[src/rtl/mem_system_ctrl_2way.sv]
// Controller for a 2-way set-associative cache backed by a pipelined,
// banked main memory. A request is looked up in both ways at once; a miss
// optionally writes the victim line back, refills it word by word from
// memory and finishes with one compare-mode retry access.
module mem_system_ctrl_2way #(
  parameter int WORDS_PER_LINE = 4,
  parameter int OFF_W          = 2,
  parameter int MEM_LAT        = 2
) (
  input  logic             clk,
  input  logic             rst,
  input  logic             rd,
  input  logic             wr,
  input  logic             hit0,
  input  logic             hit1,
  input  logic             valid0,
  input  logic             valid1,
  input  logic             dirty0,
  input  logic             dirty1,
  output logic             cache_en0,
  output logic             cache_en1,
  output logic             way_sel,
  output logic             comp,
  output logic             cache_wr,
  output logic [OFF_W-1:0] cache_offset,
  output logic             mem_addr_sel,
  output logic [OFF_W-1:0] mem_offset,
  output logic             mem_rd,
  output logic             mem_wr,
  output logic             stall,
  output logic             done,
  output logic             cache_hit,
  output logic             err
);

  // Counter spans the whole fill window: N read issues plus MEM_LAT
  // cycles of trailing cache writes.
  localparam int CNT_W = $clog2(WORDS_PER_LINE + MEM_LAT + 1);
  localparam logic [CNT_W-1:0] WB_LAST   = CNT_W'(WORDS_PER_LINE - 1);
  localparam logic [CNT_W-1:0] FILL_LAST = CNT_W'(WORDS_PER_LINE + MEM_LAT - 1);
  localparam logic [CNT_W-1:0] N_WORDS   = CNT_W'(WORDS_PER_LINE);
  localparam logic [CNT_W-1:0] LAT       = CNT_W'(MEM_LAT);

  typedef enum logic [1:0] {
    IDLE  = 2'd0,
    WB    = 2'd1,
    FILL  = 2'd2,
    RETRY = 2'd3
  } state_e;

  state_e           state_q;
  logic [CNT_W-1:0] cnt_q;
  logic             victim_bit_q;
  logic             way_q;
  logic             wr_q;

  logic req_one;
  logic req_err;
  logic hit_w0;
  logic hit_w1;
  logic any_hit;
  logic victim;
  logic victim_dirty;
  logic fill_issue;
  logic fill_write;

  // Request decode, hit qualification and victim choice for the IDLE lookup.
  always_comb begin
    req_one      = rd ^ wr;
    req_err      = rd & wr;
    hit_w0       = hit0 & valid0;
    hit_w1       = hit1 & valid1;
    any_hit      = hit_w0 | hit_w1;
    // An invalid way is always the cheapest victim; only when both ways
    // hold data does the pseudo-random bit decide.
    if (!valid0)      victim = 1'b0;
    else if (!valid1) victim = 1'b1;
    else              victim = victim_bit_q;
    victim_dirty = victim ? (valid1 & dirty1) : (valid0 & dirty0);
    // During FILL the read issue window and the cache write window overlap
    // whenever MEM_LAT < WORDS_PER_LINE.
    fill_issue   = cnt_q < N_WORDS;
    fill_write   = cnt_q >= LAT;
  end

  // Control FSM: state, word counter, victim bit and the latched access.
  always_ff @(posedge clk or negedge rst) begin
    if (!rst) begin
      state_q      <= IDLE;
      cnt_q        <= '0;
      victim_bit_q <= 1'b0;
      way_q        <= 1'b0;
      wr_q         <= 1'b0;
    end else begin
      // NOTE: state uses non-blocking assignments so every register samples
      // pre-edge values; blocking here would chain updates within one edge.
      unique case (state_q)
        IDLE: begin
          if (req_one) begin
            victim_bit_q <= ~victim_bit_q;
            if (!any_hit) begin
              way_q   <= victim;
              wr_q    <= wr;
              cnt_q   <= '0;
              state_q <= victim_dirty ? WB : FILL;
            end
          end
        end
        WB: begin
          if (cnt_q == WB_LAST) begin
            cnt_q   <= '0;
            state_q <= FILL;
          end else begin
            cnt_q <= cnt_q + CNT_W'(1);
          end
        end
        FILL: begin
          if (cnt_q == FILL_LAST) begin
            cnt_q   <= '0;
            state_q <= RETRY;
          end else begin
            cnt_q <= cnt_q + CNT_W'(1);
          end
        end
        RETRY: begin
          state_q <= IDLE;
        end
        default: state_q <= IDLE;
      endcase
    end
  end

  // Output decode from state, counter and (in IDLE) the live request.
  always_comb begin
    // NOTE: every output gets a default before the case so no path leaves
    // one unassigned, which would otherwise infer a latch.
    cache_en0    = 1'b0;
    cache_en1    = 1'b0;
    way_sel      = 1'b0;
    comp         = 1'b0;
    cache_wr     = 1'b0;
    cache_offset = '0;
    mem_addr_sel = 1'b0;
    mem_offset   = '0;
    mem_rd       = 1'b0;
    mem_wr       = 1'b0;
    stall        = 1'b0;
    done         = 1'b0;
    cache_hit    = 1'b0;
    err          = 1'b0;
    // NOTE: the IDLE outputs follow the request combinationally, so they are
    // gated by reset to stay quiet while reset is held with rd/wr asserted.
    if (rst) begin
      unique case (state_q)
        IDLE: begin
          if (req_err) begin
            err = 1'b1;
          end else if (req_one) begin
            comp      = 1'b1;
            cache_en0 = 1'b1;
            cache_en1 = 1'b1;
            if (any_hit) begin
              way_sel   = ~hit_w0;
              cache_wr  = wr;
              done      = 1'b1;
              cache_hit = 1'b1;
            end else begin
              stall = 1'b1;
            end
          end
        end
        WB: begin
          stall        = 1'b1;
          way_sel      = way_q;
          cache_en0    = ~way_q;
          cache_en1    = way_q;
          cache_offset = OFF_W'(cnt_q);
          mem_wr       = 1'b1;
          mem_offset   = OFF_W'(cnt_q);
          mem_addr_sel = 1'b1;
        end
        FILL: begin
          stall   = 1'b1;
          way_sel = way_q;
          if (fill_issue) begin
            mem_rd     = 1'b1;
            mem_offset = OFF_W'(cnt_q);
          end
          if (fill_write) begin
            cache_wr     = 1'b1;
            cache_en0    = ~way_q;
            cache_en1    = way_q;
            cache_offset = OFF_W'(cnt_q - LAT);
          end
        end
        RETRY: begin
          stall     = 1'b1;
          comp      = 1'b1;
          way_sel   = way_q;
          cache_en0 = ~way_q;
          cache_en1 = way_q;
          cache_wr  = wr_q;
          done      = 1'b1;
        end
        default: ;
      endcase
    end
  end

endmodule

[config.mk]
export PLATFORM = sky130hd
export DESIGN_NAME = mem_system_ctrl_2way
export DESIGN_NICKNAME = d
export VERILOG_FILES = /design/src/rtl/mem_system_ctrl_2way.sv
export SDC_FILE = /design/constraint.sdc
export NUM_CORES = 1
export LEC_CHECK = 0
export ABC_AREA = 1
export BUFFER_PORTS_ARGS = -buffer_cell sky130_fd_sc_hd__buf_4
export CAP_MARGIN = 20
export CELL_PAD_IN_SITES_DETAIL_PLACEMENT = 0
export CELL_PAD_IN_SITES_GLOBAL_PLACEMENT = 1
export CORE_MARGIN = 2
export CORE_UTILIZATION = 37
export CTS_CLUSTER_SIZE = 14
export DETAILED_ROUTE_END_ITERATION = 8
export PLACE_DENSITY_LB_ADDON = 0.1
export SYNTH_ARGS = -nofsm -noshare
export SYNTH_HDL_FRONTEND = slang
export SYNTH_SLANG_ARGS = --single-unit
[constraint.sdc]
create_clock -name clk -period 2.84 [get_ports clk]
set_clock_uncertainty 0.15 [all_clocks]
set_input_delay 0.71 -clock clk [delete_from_list [all_inputs] [get_ports clk]]
set_output_delay 0.71 -clock clk [all_outputs]
set_load 0.01 [all_outputs]
==> impl_metrics.json <==
{
  "rsz0062_at_grt": "false",
  "cp_max_fo": 3,
  "worstMarginPinSlew_ns": 0.400,
  "vias_per_cell": 4.71,
  "grt_use_total_pct": 16.8,
  "rr_worst_depth": 7,
  "grt_max_degree": 13,
  "final.period_utilization_pct": 92.9,
  "clkSinkCount": 8,
  "grt_pass1_vias": 788,
  "peakVddDrop_mv": 0.448,
  "avgSynthCellArea_sq_um": 6.63,
  "cts_root_buf": "clkbuf_4",
  "start_kind": "input port",
  "cts_resized": 0,
  "remaining_drc_errors": 0,
  "power_density_nw_per_um2": 729,
  "numCtsBuffers": 3,
  "finalSetupTns_ns": 0,
  "syn-cell-area_sq_um": 868,
  "antenna_cells": 0,
  "routed_wl_um": 1910,
  "drv_slew": 0,
  "cts_tree": "yes",
  "setup_viol": 0,
  "post-cts-setup-buffers": 0,
  "fin_crit_ns": 2.64,
  "worstSetupEndpointType": "output port",
  "maxCapViolations": 0,
  "ant_nets": 0,
  "fmax_mhz": 379,
  "rows": 17,
  "grt_pass1_wl_um": 3350,
  "whs_ns": 0.134,
  "hold_class": "in2async",
  "wire_per_inst_um": 10.3,
  "layoutNonFillerInstCount": 185,
  "worstPathArrival_ns": 1.78,
  "clkLatencyLatePin_ns": 0.25,
  "synth_warnings": 0,
  "start_util_pct": 39.3,
  "postCtsHoldBufs": 0,
  "synth-seq-cells": 8,
  "firstDrtPassIters": 4,
  "place_inst": 182,
  "fin_nets": 180,
  "die_w_um": 52.4,
  "cp.required_ns": 1.98,
  "dpl.hpwl_um": 1550,
  "antenna_found_initial": 0,
  "leakage_nw": 0.622,
  "synth.distinct_cells": 22,
  "finalHoldViolCount": 0,
  "clkSlewWorstSetupHoldPaths_ns": 0.05,
  "cts_buffer_depth": 2,
  "core-area_sq_um": 2210,
  "drive_gt1_share_pct": 22.9,
  "slew_headroom_pct": 73.4,
  "yosysSeqAreaShare_pct": 23.1,
  "gp_routability_congestion": 0.813,
  "htreeDepth": 1,
  "die_area_sq_um": 2750,
  "io_pins": 26,
  "crit_type": "in2out",
  "die_h_um": 52.4,
  "vias": 872,
  "grt_overflow_total": 0,
  "syn2layout_area_growth_pct": 26.1,
  "drt_iter0_drc": 18,
  "numPortBuffers": 25,
  "synth_cells": 131,
  "syn_nets": 152,
  "status": "completed"
}
cells in the mapped netlist:
cell type  count  area (sq um)
nand4_1        1          6.26
nand3_1       11          55.1
xnor2_1        1          8.76
nand2_4        2          22.5
or2_1          1          6.26
nor2_1        11          41.3
nor3_1         1          5.00
and2_1         1          6.26
ha_1          11           138
nor2_4         1          11.3
dfrtp_1        8           200
inv_1         22          82.6
buf_6          1          11.3
nand3_4        1          17.5
o21ai_2        1          8.76
nand2_2        2          12.5
nand2_1       38           143
or2_0          1          6.26
buf_4          1          7.51
clkinv_4       1          8.76
a21oi_1        9          45.0
o21ai_0        5          25.0
where the power goes:
group / total [mW] / switching, mW / internal [mW]
Combinational: 0.511 / 0.315 / 0.197
Clock: 0.0867 / 0.0384 / 0.0483
Sequential: 0.199 / 0.0445 / 0.155
Total: 0.798 / 0.398 / 0.400
worst max-delay path, cell delays in order:
cell	delay, ns
buf_4	0.12
ha_1	0.34
inv_1	0.10
nor2_4	0.10
nand3_1	0.11
a21oi_1	0.16
buf_4	0.14
layer usage:
metal	GRT usage, %	part of all wire [%]	up-vias
met5	0	0	-
met4	10.3	2.4	0
met3	0.857	5.6	4
met2	26.3	43	27
met1	22.7	49	378
li1	-	-	463
per-stage QoR:
stage               setup slack, ns  utilization, %  total power, mW  instance area [sq um]
floorplan                     0.443               -            0.579                    868
detailed placement            0.205            48.5            0.713                   1070
CTS                           0.197            49.5            0.806                   1090
finish                        0.202            49.5            0.798                   1090
global placement              0.217            48.5            0.715                   1070
global route                 0.0719            49.5            0.885                   1090
placed cells by master, fill, tap and decap left out, drive strengths merged:
cell / n
buf: 25
clkinv: 1
nand3: 12
nor3: 1
ha: 11
a21oi: 9
nand2: 42
and2: 1
xnor2: 1
nand4: 1
nor2: 12
or2: 2
inv: 22
clkbuf: 3
o21ai: 6
dfrtp: 8
state kept, by name, indices dropped and copies added (netlist names):
| name | flops |
|---|---|
| cnt_q | 3 |
| state_q | 2 |
| victim_bit_q | 1 |
| way_q | 1 |
| wr_q | 1 |
area by class of cell:
cell class,count,area [sq um]
inverters,23,91.3
multi-input cells,98,558
well taps,28,35.0
fillers,236,1120
flip-flops and latches,8,200
repair buffers,25,188
clock buffers,3,22.5
worst paths after layout:
| path | endpoint | slack, ns | from |
|---|---|---|---|
| worst max-delay path | done | 0.20 | wr |
| worst max register to register | cnt_q[1] | 1.08 | state_q[0] |
| max in group asynchronous | victim_bit_q | 2.26 | rst |
| worst min-delay path | cnt_q[2] | 0.13 | rst |
| worst min register to register | wr_q | 0.35 | wr_q |
| min in group clk | wr_q | 0.35 | wr_q |
cells by family after synthesis:
kind of cell    share of synthesized area, %
xor+xnor                                1.01
compound gates                          9.08
buf+inv                                 12.7
flops                                   23.1
fa+ha+maj                               15.8
simple gates                            38.3
No activity file was read; power rests on OpenSTA's default activity.
